**config.mk**
```make
export PLATFORM = sky130hd
export DESIGN_NAME = phase_sequencer_flat
export DESIGN_NICKNAME = d
export VERILOG_FILES = /design/src/rtl/phase_sequencer_pkg.sv /design/src/rtl/phase_sequencer_if.sv /design/src/rtl/phase_sequencer_tick_counter.sv /design/src/rtl/phase_sequencer.sv /design/src/flat_wrapper.sv
export SDC_FILE = /design/constraint.sdc
export NUM_CORES = 1
export LEC_CHECK = 0
export BUFFER_PORTS_ARGS = -buffer_cell sky130_fd_sc_hd__buf_4
export CELL_PAD_IN_SITES_DETAIL_PLACEMENT = 0
export CELL_PAD_IN_SITES_GLOBAL_PLACEMENT = 1
export CORE_ASPECT_RATIO = 0.5
export CORE_MARGIN = 5
export CORE_UTILIZATION = 44
export CTS_CLUSTER_DIAMETER = 120
export DETAILED_ROUTE_END_ITERATION = 16
export PLACE_DENSITY = 0.91
export SLEW_MARGIN = 40
export SYNTH_ARGS = -nofsm -noshare
export SYNTH_HDL_FRONTEND = slang
export SYNTH_SLANG_ARGS = --single-unit
export TNS_END_PERCENT = 1
```
**constraint.sdc**
```tcl
create_clock -name clk -period 3.4 [get_ports clk]
set_input_delay 0.51 -clock clk [delete_from_list [all_inputs] [get_ports clk]]
set_output_delay 0.51 -clock clk [all_outputs]
set_load 0.005 [all_outputs]
```
**src/rtl/phase_sequencer_pkg.sv**
```systemverilog
// Shared constants for the instruction-phase sequencer and the datapath that
// decodes its phase outputs.
package phase_sequencer_pkg;

    typedef enum logic [2:0] {
        IDLE      = 3'd0,
        RUN       = 3'd1,
        WAIT_IO   = 3'd2,
        WAIT_STEP = 3'd3,
        HALTED    = 3'd4
    } seq_state_t;

    // Bits needed to hold values 0..n-1, never less than one bit.
    function automatic int idx_width(input int n);
        return (n <= 2) ? 1 : $clog2(n);
    endfunction

endpackage

```
**src/rtl/phase_sequencer_if.sv**
```systemverilog
// Control/status bundle between the phase sequencer and the datapath/board.
// The sequencer uses the master side; consumers of the phase enables use slave.
import phase_sequencer_pkg::*;

interface phase_sequencer_if #(
    parameter int NUM_PHASES = 4,
    parameter int CNT_W      = 16
);
    localparam int IW = idx_width(NUM_PHASES);

    logic                  step_mode;
    logic                  step_pulse;
    logic                  pause_req;
    logic                  io_ack;
    logic                  halt;
    logic [NUM_PHASES-1:0] phase_onehot;
    logic [IW-1:0]         phase_idx;
    logic                  phase_start;
    logic                  instr_done;
    logic                  waiting_io;
    logic                  halted;
    logic [CNT_W-1:0]      instr_count;

    modport master (
        input  step_mode, step_pulse, pause_req, io_ack, halt,
        output phase_onehot, phase_idx, phase_start, instr_done,
               waiting_io, halted, instr_count
    );

    modport slave (
        output step_mode, step_pulse, pause_req, io_ack, halt,
        input  phase_onehot, phase_idx, phase_start, instr_done,
               waiting_io, halted, instr_count
    );

endinterface

```
**src/rtl/phase_sequencer_tick_counter.sv**
```systemverilog
// Per-phase prescaler. Down-counts from PHASE_TICKS-1 to zero; zero is the
// terminal tick of the phase. term_next tells the parent whether the count
// will sit at terminal after the coming edge, so it can register strobes that
// must coincide with the terminal tick.
import phase_sequencer_pkg::*;

module phase_tick_counter #(
    parameter int PHASE_TICKS = 1000
) (
    input  logic clk,
    input  logic n_reset,
    input  logic clear,
    input  logic freeze,
    output logic terminal,
    output logic term_next
);
    localparam int TW = idx_width(PHASE_TICKS);
    localparam logic [TW-1:0] LOAD = TW'(PHASE_TICKS - 1);

    logic [TW-1:0] cnt_q;

    // Reload on phase entry, hold while frozen, otherwise count down and wrap.
    always_ff @(posedge clk or negedge n_reset) begin
        if (!n_reset) begin
            cnt_q <= '0;
        end else if (clear) begin
            cnt_q <= LOAD;
        end else if (!freeze) begin
            cnt_q <= (cnt_q == '0) ? LOAD : cnt_q - TW'(1);
        end
    end

    assign terminal = (cnt_q == '0);

    // Predict terminal after the next edge from the same controls.
    always_comb begin
        term_next = 1'b0;
        if (clear) begin
            term_next = (LOAD == '0);
        end else if (freeze) begin
            term_next = terminal;
        end else if (terminal) begin
            term_next = (LOAD == '0);
        end else begin
            term_next = (cnt_q == TW'(1));
        end
    end

endmodule

```
**src/rtl/phase_sequencer.sv**
```systemverilog
// Instruction-phase generator: one-hot phase enables with entry strobes,
// programmable phase length, IO wait, single-step, halt latch and a retired
// instruction counter. Everything lives in the clk domain.
//
// state     | meaning
// ----------+-------------------------------------------------------------
// IDLE      | just out of reset, picks free-run or step on the first edge
// RUN       | a phase is active and the tick counter is running
// WAIT_IO   | IO_PHASE held with the tick frozen until io_ack
// WAIT_STEP | between instructions, no phase active, waiting for step_pulse
// HALTED    | stopped for good; only n_reset leaves this state
import phase_sequencer_pkg::*;

module phase_sequencer #(
    parameter int NUM_PHASES  = 4,
    parameter int IO_PHASE    = 2,
    parameter int PHASE_TICKS = 1000,
    parameter int CNT_W       = 16
) (
    input  logic              clk,
    input  logic              n_reset,
    phase_sequencer_if.master bus
);
    localparam int IW = idx_width(NUM_PHASES);
    localparam logic [IW-1:0] LAST   = IW'(NUM_PHASES - 1);
    localparam logic [IW-1:0] IO_IDX = IW'(IO_PHASE);

    seq_state_t            state_q, state_d;
    logic [IW-1:0]         idx_q, idx_d;
    logic                  start_d, done_d, active_d;
    logic                  do_adv, do_bnd;
    logic                  tick_clear, tick_freeze, tick_term, tick_term_next;
    logic [NUM_PHASES-1:0] onehot_d, onehot_q;
    logic [IW-1:0]         idx_out_q;
    logic                  start_q, done_q, waiting_q, halted_q;
    logic [CNT_W-1:0]      count_q, count_d;

    phase_tick_counter #(
        .PHASE_TICKS (PHASE_TICKS)
    ) u_tick (
        .clk       (clk),
        .n_reset   (n_reset),
        .clear     (tick_clear),
        .freeze    (tick_freeze),
        .terminal  (tick_term),
        .term_next (tick_term_next)
    );

    // State and phase index registers.
    always_ff @(posedge clk or negedge n_reset) begin
        if (!n_reset) begin
            state_q <= IDLE;
            idx_q   <= '0;
        end else begin
            state_q <= state_d;
            idx_q   <= idx_d;
        end
    end

    // Next state: advance and instruction-boundary decisions are flagged first
    // and resolved once below so RUN and WAIT_IO share the same rules.
    always_comb begin
        state_d     = state_q;
        idx_d       = idx_q;
        start_d     = 1'b0;
        tick_clear  = 1'b0;
        tick_freeze = 1'b0;
        do_adv      = 1'b0;
        do_bnd      = 1'b0;

        unique case (state_q)
            IDLE: begin
                if (bus.step_mode) begin
                    state_d = WAIT_STEP;
                    idx_d   = '0;
                end else begin
                    state_d    = RUN;
                    idx_d      = '0;
                    start_d    = 1'b1;
                    tick_clear = 1'b1;
                end
            end
            RUN: begin
                if (tick_term) begin
                    if (idx_q == IO_IDX && bus.pause_req) begin
                        state_d     = WAIT_IO;
                        tick_freeze = 1'b1;
                    end else if (idx_q == LAST) begin
                        do_bnd = 1'b1;
                    end else begin
                        do_adv = 1'b1;
                    end
                end
            end
            WAIT_IO: begin
                tick_freeze = 1'b1;
                // When IO_PHASE is the last phase the retirement was already
                // counted at its terminal tick; io_ack only resolves the boundary.
                if (bus.io_ack) begin
                    if (idx_q == LAST) begin
                        do_bnd = 1'b1;
                    end else begin
                        do_adv = 1'b1;
                    end
                end
            end
            WAIT_STEP: begin
                if (bus.halt) begin
                    state_d = HALTED;
                end else if (bus.step_pulse) begin
                    state_d    = RUN;
                    idx_d      = '0;
                    start_d    = 1'b1;
                    tick_clear = 1'b1;
                end
            end
            HALTED: begin
                state_d = HALTED;
            end
            default: begin
                state_d = IDLE;
                idx_d   = '0;
            end
        endcase

        if (do_adv) begin
            state_d     = RUN;
            idx_d       = idx_q + IW'(1);
            start_d     = 1'b1;
            tick_clear  = 1'b1;
            tick_freeze = 1'b0;
        end

        if (do_bnd) begin
            idx_d = '0;
            if (bus.halt) begin
                state_d = HALTED;
            end else if (bus.step_mode) begin
                state_d = WAIT_STEP;
            end else begin
                state_d     = RUN;
                start_d     = 1'b1;
                tick_clear  = 1'b1;
                tick_freeze = 1'b0;
            end
        end
    end

    // Output decode for the coming cycle; instr_done lines up with the last
    // phase's terminal tick.
    always_comb begin
        active_d = (state_d == RUN) || (state_d == WAIT_IO);
        done_d   = (state_d == RUN) && (idx_d == LAST) && tick_term_next;
        count_d  = done_d ? count_q + CNT_W'(1) : count_q;
        onehot_d = '0;
        for (int i = 0; i < NUM_PHASES; i++) begin
            onehot_d[i] = active_d && (idx_d == IW'(i));
        end
    end

    // Registered outputs so nothing reaches the pins combinationally.
    always_ff @(posedge clk or negedge n_reset) begin
        if (!n_reset) begin
            onehot_q  <= '0;
            idx_out_q <= '0;
            start_q   <= 1'b0;
            done_q    <= 1'b0;
            waiting_q <= 1'b0;
            halted_q  <= 1'b0;
            count_q   <= '0;
        end else begin
            onehot_q  <= onehot_d;
            idx_out_q <= active_d ? idx_d : '0;
            start_q   <= start_d;
            done_q    <= done_d;
            waiting_q <= (state_d == WAIT_IO);
            halted_q  <= (state_d == HALTED);
            count_q   <= count_d;
        end
    end

    assign bus.phase_onehot = onehot_q;
    assign bus.phase_idx    = idx_out_q;
    assign bus.phase_start  = start_q;
    assign bus.instr_done   = done_q;
    assign bus.waiting_io   = waiting_q;
    assign bus.halted       = halted_q;
    assign bus.instr_count  = count_q;

endmodule

```
**src/flat_wrapper.sv**
```systemverilog
// flat-port wrapper written by rule: the top's interface ports become plain ports
module phase_sequencer_flat 
#(
    parameter int NUM_PHASES  = 4,
    parameter int IO_PHASE    = 2,
    parameter int PHASE_TICKS = 1000,
    parameter int CNT_W       = 16
)
  (clk, n_reset, bus_step_mode, bus_step_pulse, bus_pause_req, bus_io_ack, bus_halt, bus_phase_onehot, bus_phase_idx, bus_phase_start, bus_instr_done, bus_waiting_io, bus_halted, bus_instr_count);
  phase_sequencer_if #(.NUM_PHASES(NUM_PHASES), .CNT_W(CNT_W)) bus_i ();
  input  logic clk;
  input  logic n_reset;
  input wire logic [$bits(bus_i.step_mode)-1:0] bus_step_mode;
  input wire logic [$bits(bus_i.step_pulse)-1:0] bus_step_pulse;
  input wire logic [$bits(bus_i.pause_req)-1:0] bus_pause_req;
  input wire logic [$bits(bus_i.io_ack)-1:0] bus_io_ack;
  input wire logic [$bits(bus_i.halt)-1:0] bus_halt;
  output wire logic [$bits(bus_i.phase_onehot)-1:0] bus_phase_onehot;
  output wire logic [$bits(bus_i.phase_idx)-1:0] bus_phase_idx;
  output wire logic [$bits(bus_i.phase_start)-1:0] bus_phase_start;
  output wire logic [$bits(bus_i.instr_done)-1:0] bus_instr_done;
  output wire logic [$bits(bus_i.waiting_io)-1:0] bus_waiting_io;
  output wire logic [$bits(bus_i.halted)-1:0] bus_halted;
  output wire logic [$bits(bus_i.instr_count)-1:0] bus_instr_count;
  assign bus_i.step_mode = bus_step_mode;
  assign bus_i.step_pulse = bus_step_pulse;
  assign bus_i.pause_req = bus_pause_req;
  assign bus_i.io_ack = bus_io_ack;
  assign bus_i.halt = bus_halt;
  assign bus_phase_onehot = bus_i.phase_onehot;
  assign bus_phase_idx = bus_i.phase_idx;
  assign bus_phase_start = bus_i.phase_start;
  assign bus_instr_done = bus_i.instr_done;
  assign bus_waiting_io = bus_i.waiting_io;
  assign bus_halted = bus_i.halted;
  assign bus_instr_count = bus_i.instr_count;
  phase_sequencer #(.NUM_PHASES(NUM_PHASES), .IO_PHASE(IO_PHASE), .PHASE_TICKS(PHASE_TICKS), .CNT_W(CNT_W)) u_core (.clk(clk), .n_reset(n_reset), .bus(bus_i));
endmodule
```
==> flow_summary.yaml, run 1 <==
pwr:
  internal_power_w: 0.000816
  p_sw_w: 0.000396
  pwr_density_cell_mw_per_mm2: 463
  leakage_nw: 1.28
  clockPowerShare_pct: 26.8
  sequentialPowerShare_pct: 51.1
  swShare_pct: 32.7
  pwr-share-comb_pct: 22.0
  ir_worst_vdd_uv: 237
worst_setup_path:
  critPathMaxStageDelay_ps: 650
  cpMaxStageDelayCell: "mux2i_4"
  critical_path_class: "reg -> reg"
  required_ps: 3580
  timing.rr.end: "u_core.bus.instr_count[1]$_DFFE_PN0P_"
  worstPathArrival_ps: 3080
  path_max_fanout: 15
  startpoint_type: "flip-flop"
  cpLargestDelayFamily: "multiplexers"
  reg2reg_depth: 9
  path_buf_inv: 1
  r2r_start: "u_core.u_tick.cnt_q[1]$_DFFE_PN0P_"
  path_cells: "inv_1 > ha_1 > and3b_1 > nand4_2 > a21o_1 > nor3_2 > mux2i_4 > nor4_4 > mux2_1"
  end_kind: "flip-flop"
  rrSetupSlack_ps: 500
clock_network:
  numCtsBuffers: 5
  cts-resized-gates: 0
  post_cts_buffers: 0
  cts_buffer_depth: 2
  clock-sinks: 41
  cts.clk_slew.worst_paths_ps: 80
  postCtsHoldBufs: 0
  tritoncts: "yes"
  cts_root_buf: "clkbuf_8"
  clk_latency_ps: 290
  htreeDepth: 2
detailed_routing:
  final_antenna_net_count: 0
  drt_first_iter_violations: 67
  routed_wl_mm: 4.49
  first_pass_iters: 4
  via_per_inst: 5.34
  vias: 1681
  post_drt_wl_per_cell_um: 14.2
  post-route-drc-count: 0
logic_synthesis:
  yosysWarnings: 0
  syn_nets: 224
  synth-main-ff-cell: "dfrtp_1"
  synth_edf_count: 0
  post_synth_num_cell_types: 49
  yosysTopAreaCell: "dfrtp_1"
  synthesis.area_mm2: 0.00222
  syn_avg_cell_area_um2: 10.6
  synth_seq_cells: 41
  synth_area_leaders: "dfrtp_1 46%, xor2_1 7.1%, nor4_4 4.8%"
  synth-async-reset-ratio_pct: 100
  synth_top_area_share_pct: 46.3
  yosysMostFrequentCell: "dfrtp_1"
  seq_area_frac_synth_pct: 46.3
  synth_commonest_cells: "41 x dfrtp_1, 18 x xor2_1, 17 x nand2_1, 11 x nand3_1, 11 x nor3_1"
  syn_inst: 210
layout:
  num-fill-cells: 464
  seqCellArea_mm2: 0.00103
  multi_input_area_mm2: 0.00113
  nets: 259
  antennaDiodeCount: 0
  areaGrowthSynthToFinish_pct: 18.2
  drive_gt1_share_pct: 22.4
floorplanning:
  core_area_mm2: 0.00491
  die-area_mm2: 0.00664
  die_h_um: 60.2
  pin_count: 33
  initial_core_util_pct: 45.1
  die_x_um: 110
  rows: 18
sta:
  setup_viol: 0
  whs_ps: 175
  fin_tns_setup_ps: 0
  fin_crit_sh_pct: 85.3
  slew_viol_final: 0
  tightest_slew_ps: 666
  hold_violations: 0
  rsz0062_at_grt: "false"
  slew_headroom_pct: 54.6
  fmax_mhz: 345
  clock_skew_ps: 8.29
  min_period_ps: 2900
global_route:
  met2_usage_pct: 23.9
  grt_usage_pct: 14.9
  globalRouteMet3Util_pct: 3.78
  grt-busiest-layer: "met2"
  grt_first_pass_wirelength_mm: 7.49
  grt_max_degree: 42
  first_global_vias: 1572
  antenna_found_initial: 0
  gr-total-overflow: 0
  use_met1_pct: 19.6
run_status:
  status: "finished, final reports clean"
hold_path:
  hp-class: "in -> async"
placement:
  place.detailed.hpwl_mm: 3.30
  portBuffers: 32
  gp_congestion: 0.884
job:
  cap_violations: 0
## stage by stage
stage	cell area [um^2]	std cells	utilization [%]	setup WS, ps	power (W)
floorplan	2220	210	-	869	0.000825
global placement	2520	308	51.3	443	0.000872
detailed placement	2530	308	51.5	536	0.000900
CTS	2620	315	53.3	500	0.00123
global route	2620	315	53.3	239	0.00129
finish	2620	315	53.3	500	0.00121
## worst max path at each step
| stage | startpoint | to | slack [ps] | cells past startpoint |
|---|---|---|---|---|
| after global placement | u_core.u_tick.cnt_q[0]$_DFFE_PN0P_ | u_core.bus.instr_count[1]$_DFFE_PN0P_ | 440 | 9 |
| after CTS | u_core.u_tick.cnt_q[0]$_DFFE_PN0P_ | u_core.bus.instr_count[1]$_DFFE_PN0P_ | 500 | 9 |
| final | u_core.u_tick.cnt_q[1]$_DFFE_PN0P_ | u_core.bus.instr_count[1]$_DFFE_PN0P_ | 500 | 9 |
| after global routing | u_core.u_tick.cnt_q[0]$_DFFE_PN0P_ | u_core.bus.instr_count[1]$_DFFE_PN0P_ | 240 | 9 |
| after detailed placement | u_core.u_tick.cnt_q[1]$_DFFE_PN0P_ | u_core.bus.instr_count[1]$_DFFE_PN0P_ | 540 | 9 |
| after floorplan | u_core.u_tick.cnt_q[0]$_DFFE_PN0P_ | u_core.bus.instr_count[1]$_DFFE_PN0P_ | 870 | 9 |
## power by group through the flow
| stage | Clock, W | Sequential [W] | Combinational, W |
|---|---|---|---|
| CTS | 0.000339 | 0.000620 | 0.000270 |
| floorplan | 0 | 0.000615 | 0.000211 |
| finish | 0.000325 | 0.000620 | 0.000267 |
| global route | 0.000354 | 0.000631 | 0.000304 |
| global placement | 0 | 0.000623 | 0.000249 |
| detailed placement | 0 | 0.000629 | 0.000271 |
## cells by family (layout without fill, tap and decap cells)
group                    Yosys count  count (layout)  synth area share [%]
AO/OA/AOI/OAI                     31              31                  9.37
XOR/XNOR                          20              20                  7.91
buffers and inverters             14              49                  3.28
flip-flops                        41              41                  46.3
multiplexers                       4               4                  2.03
AND/OR/NAND/NOR                   93              93                  27.2
adder cells (fa/ha/maj)            7               7                  3.95
## placed cells by master (no fill, tap or decap), types with 3 or more instances in the layout
cell      count
clkbuf_8      6
o21ai_0       8
and3_1        4
or3_1         3
buf_4        35
dfrtp_1      41
nor3_1       11
nor4_4        5
nor2b_1       6
xor2_1       18
nor3b_1       3
nor4_1        3
nand3_1      11
nor2_1       10
ha_1          7
a21oi_1       8
nand2_1      17
inv_1         7
## layer usage
metal | wire (um) | part of all wire, %
met1 | 2120 | 47
met2 | 2040 | 45
met3 | 278 | 6.2
met4 | 53 | 1.2
met5 | 0 | 0
## worst reg2reg max path: stages, from the launching register on
cell and delay [ps]:
dfrtp_1 390, inv_1 120, ha_1 280, and3b_1 210, nand4_2 150, a21o_1 300
nor3_2 240, mux2i_4 650, nor4_4 110, mux2_1 330
## sequential cells by signal, summed over array words and instances (netlist names)
register                 count
u_core.bus.halted            1
u_core.bus.instr_count      16
u_core.bus.instr_done        1
u_core.bus.phase_idx         2
u_core.bus.phase_onehot      4
u_core.bus.phase_start       1
u_core.bus.waiting_io        1
u_core.idx_q                 2
u_core.state_q               3
u_core.u_tick.cnt_q         10
## final cells by class
cell class                 instances  share of cell area [%]
multi-input combinational        155                    43.0
sequential                        41                    39.2
timing repair buffer              35                    10.0
clock inverter                     1                   0.287
inverter                           7                    1.00
tap                               70                    3.34
clock buffer                       6                    3.15
Note: power is estimated with default switching activity, not from simulation.
==> run 2, diff against run 1 <==
--- a/config.mk
+++ b/config.mk
@@ -10,12 +10,13 @@
 export CELL_PAD_IN_SITES_GLOBAL_PLACEMENT = 1
 export CORE_ASPECT_RATIO = 0.5
 export CORE_MARGIN = 5
-export CORE_UTILIZATION = 44
+export CORE_UTILIZATION = 45
 export CTS_CLUSTER_DIAMETER = 120
 export DETAILED_ROUTE_END_ITERATION = 16
 export PLACE_DENSITY = 0.91
 export SLEW_MARGIN = 40
 export SYNTH_ARGS = -nofsm -noshare
 export SYNTH_HDL_FRONTEND = slang
+export SYNTH_HIERARCHICAL = 1
 export SYNTH_SLANG_ARGS = --single-unit
 export TNS_END_PERCENT = 1
==> flow_summary.yaml, run 2 <==
clock_network:
  postCtsHoldBufs: 0
  clock-sinks: 41
  cts.clk_slew.worst_paths_ps: 80
  cts_root_buf: "clkbuf_8"
  post_cts_buffers: 0
  cts_buffer_depth: 2
  numCtsBuffers: 5
  clk_latency_ps: 290
  htreeDepth: 2
  tritoncts: "yes"
worst_setup_path:
  path_cells: "nor4_4 > nand4_2 > inv_2 > and4bb_4 > a2bb2oi_2 > o31ai_2 > nor3b_2 > nor3b_2 > a21oi_1 > nor4b_2 > buf_4 > o211ai_4 > buf_6 > nor4_2 > xor2_1"
  end_kind: "flip-flop"
  critical_path_class: "reg -> reg"
  path_max_fanout: 10
  worstPathArrival_ps: 3460
  required_ps: 3620
  cpMaxStageDelayCell: "dfrtp_2"
  critPathMaxStageDelay_ps: 470
  cp_common_cell: "nor3b_2"
  startpoint_type: "flip-flop"
sta:
  setup_viol: 0
  min_period_ps: 3240
  hold_violations: 0
  rsz0062_at_grt: "true"
  fmax_mhz: 308
  slew_viol_final: 0
  whs_ps: 190
  clock_skew_ps: 5.54
  tightest_slew_ps: 702
  fin_crit_sh_pct: 95.4
  slew_headroom_pct: 53.0
pwr:
  ir_worst_vdd_uv: 250
  fin_total_pwr_w: 0.00147
  leakage_nw: 1.35
  pwr_density_cell_mw_per_mm2: 513
logic_synthesis:
  yosysMostFrequentCell: "dfrtp_1"
  synth-main-ff-cell: "dfrtp_1"
  syn_avg_cell_area_um2: 11.0
  synth_top_area_share_pct: 43.0
  syn_inst: 218
  post_synth_num_cell_types: 59
  synth_commonest_cells: "41 x dfrtp_1, 19 x xor2_1, 15 x nor2_1, 13 x nand2_1, 11 x inv_1"
  synth_area_leaders: "dfrtp_1 43%, xor2_1 7.0%, nor4_2 5.2%"
  synthesis.area_mm2: 0.00239
  yosysWarnings: 6
  synth_seq_cells: 41
  syn_nets: 231
  synth-async-reset-ratio_pct: 100
  seq_area_frac_synth_pct: 43.0
  synth_edf_count: 0
  yosysTopAreaCell: "dfrtp_1"
placement:
  portBuffers: 32
  place.detailed.hpwl_mm: 3.56
  gp_congestion: 0.855
global_route:
  grt_usage_pct: 15.2
  antenna_found_initial: 0
  gr-total-overflow: 0
  first_global_vias: 1755
  grt_max_degree: 42
  grt_first_pass_wirelength_mm: 8.45
floorplanning:
  pin_count: 33
  core_area_mm2: 0.00502
  die-area_mm2: 0.00695
  die_h_um: 61.5
  rows: 18
  initial_core_util_pct: 47.5
  die_x_um: 113
detailed_routing:
  vias: 1804
  final_antenna_net_count: 0
  via_per_inst: 5.45
  post-route-drc-count: 0
  routed_wl_mm: 4.89
  post_drt_wl_per_cell_um: 14.8
  drt_first_iter_violations: 64
  first_pass_iters: 4
layout:
  antennaDiodeCount: 0
  drive_gt1_share_pct: 33.3
  layout_common_cells: "41 x buf_4, 40 x dfrtp_1, 19 x xor2_1"
  final_common_cell: "buf_4"
  largest_reg_flops: 16
  num-fill-cells: 417
  areaGrowthSynthToFinish_pct: 19.6
  nets: 273
hold_path:
  hp-class: "in -> async"
job:
  cap_violations: 0
run_status:
  status: "finished, final reports clean"
==> run 2: area by class of cell <==
| class | instances | area (um^2) | area share (%) |
|---|---|---|---|
| timing repair buffer | 42 | 319 | 11.2 |
| clock buffer | 5 | 68.8 | 2.41 |
| inverter | 12 | 45.0 | 1.58 |
| clock inverter | 3 | 17.5 | 0.613 |
| multi-input combinational | 158 | 1290 | 45.2 |
| tap | 70 | 87.6 | 3.07 |
| sequential | 41 | 1030 | 36.0 |
==> run 2: what timing repair did <==
| item | 4_1_cts | 5_1_grt |
|---|---|---|
| endpoints found under the hold margin | 0 | 0 |
| setup endpoints to repair | 0 | 16 |
| resized for setup | 0 | 9 |
==> run 2: worst paths after layout <==
kind / startpoint / endpoint / slack [ps] / cells after the start
hold / removal: n_reset / u_core/u_tick/cnt_q[2]$_DFFE_PN0P_ / 190 / 1
setup / recovery: u_core/u_tick/cnt_q[4]$_DFFE_PN0P_ / u_core/bus.instr_count[11]$_DFFE_PN0P_ / 160 / 15
hold reg to reg: u_core/bus.instr_count[15]$_DFFE_PN0P_ / u_core/bus.instr_count[15]$_DFFE_PN0P_ / 480 / 1
max in group asynchronous: n_reset / u_core/u_tick/cnt_q[4]$_DFFE_PN0P_ / 2850 / 1
setup reg to reg: u_core/u_tick/cnt_q[4]$_DFFE_PN0P_ / u_core/bus.instr_count[11]$_DFFE_PN0P_ / 160 / 15
min in group clk: u_core/bus.instr_count[15]$_DFFE_PN0P_ / u_core/bus.instr_count[15]$_DFFE_PN0P_ / 480 / 1
==> run 2: kinds of logic (layout without fill, tap and decap cells) <==
family | after synthesis | after routing | synth area share, %
DFF | 41 | 41 | 43.0
buffers and inverters | 19 | 62 | 4.61
and+or+nand+nor | 99 | 99 | 29.0
adders and majority gates | 6 | 6 | 3.14
muxes | 3 | 3 | 1.31
xor gates and xnor gates | 21 | 21 | 7.70
AOI/OAI and AO/OA | 29 | 29 | 11.2
==> run 2: power by group <==
group	total [W]	internal (W)	switching (W)
combinational	0.000487	0.000215	0.000273
sequential	0.000667	0.000567	0.0000997
clock	0.000311	0.000142	0.000169
==> run 2: critical path: cells and delay by family, from the launching register on <==
kind / cells / cell delay [ps]
AO/OA/AOI/OAI: 4 / 410
buffers and inverters: 3 / 530
XOR/XNOR: 1 / 170
AND/OR/NAND/NOR: 7 / 1570
flip-flops: 1 / 470
==> run 2: metrics by stage <==
stage | TNS, ps | instances | instance area, um^2 | worst slack [ps] | util [%]
after floorplan | 0 | 218 | 2390 | 81.6 | -
after global placement | 0 | 323 | 2730 | 194 | 54.3
after detailed placement | 0 | 323 | 2730 | 103 | 54.3
after CTS | 0 | 331 | 2810 | 74.3 | 56.0
after global routing | -702 | 331 | 2860 | -87.4 | 56.9
final | 0 | 331 | 2860 | 158 | 56.9
==> run 2: routing by layer <==
metal / vias to the layer above / wire length (um) / share of wire [%] / global-route usage, %
met3: 2 / 208 / 4.3 / 4.51
met4: 0 / 21 / 0.43 / 2.57
met5: - / 0 / 0 / 0
met1: 905 / 2210 / 45 / 19.3
met2: 30 / 2450 / 50 / 26.7
li1: 867 / - / - / -
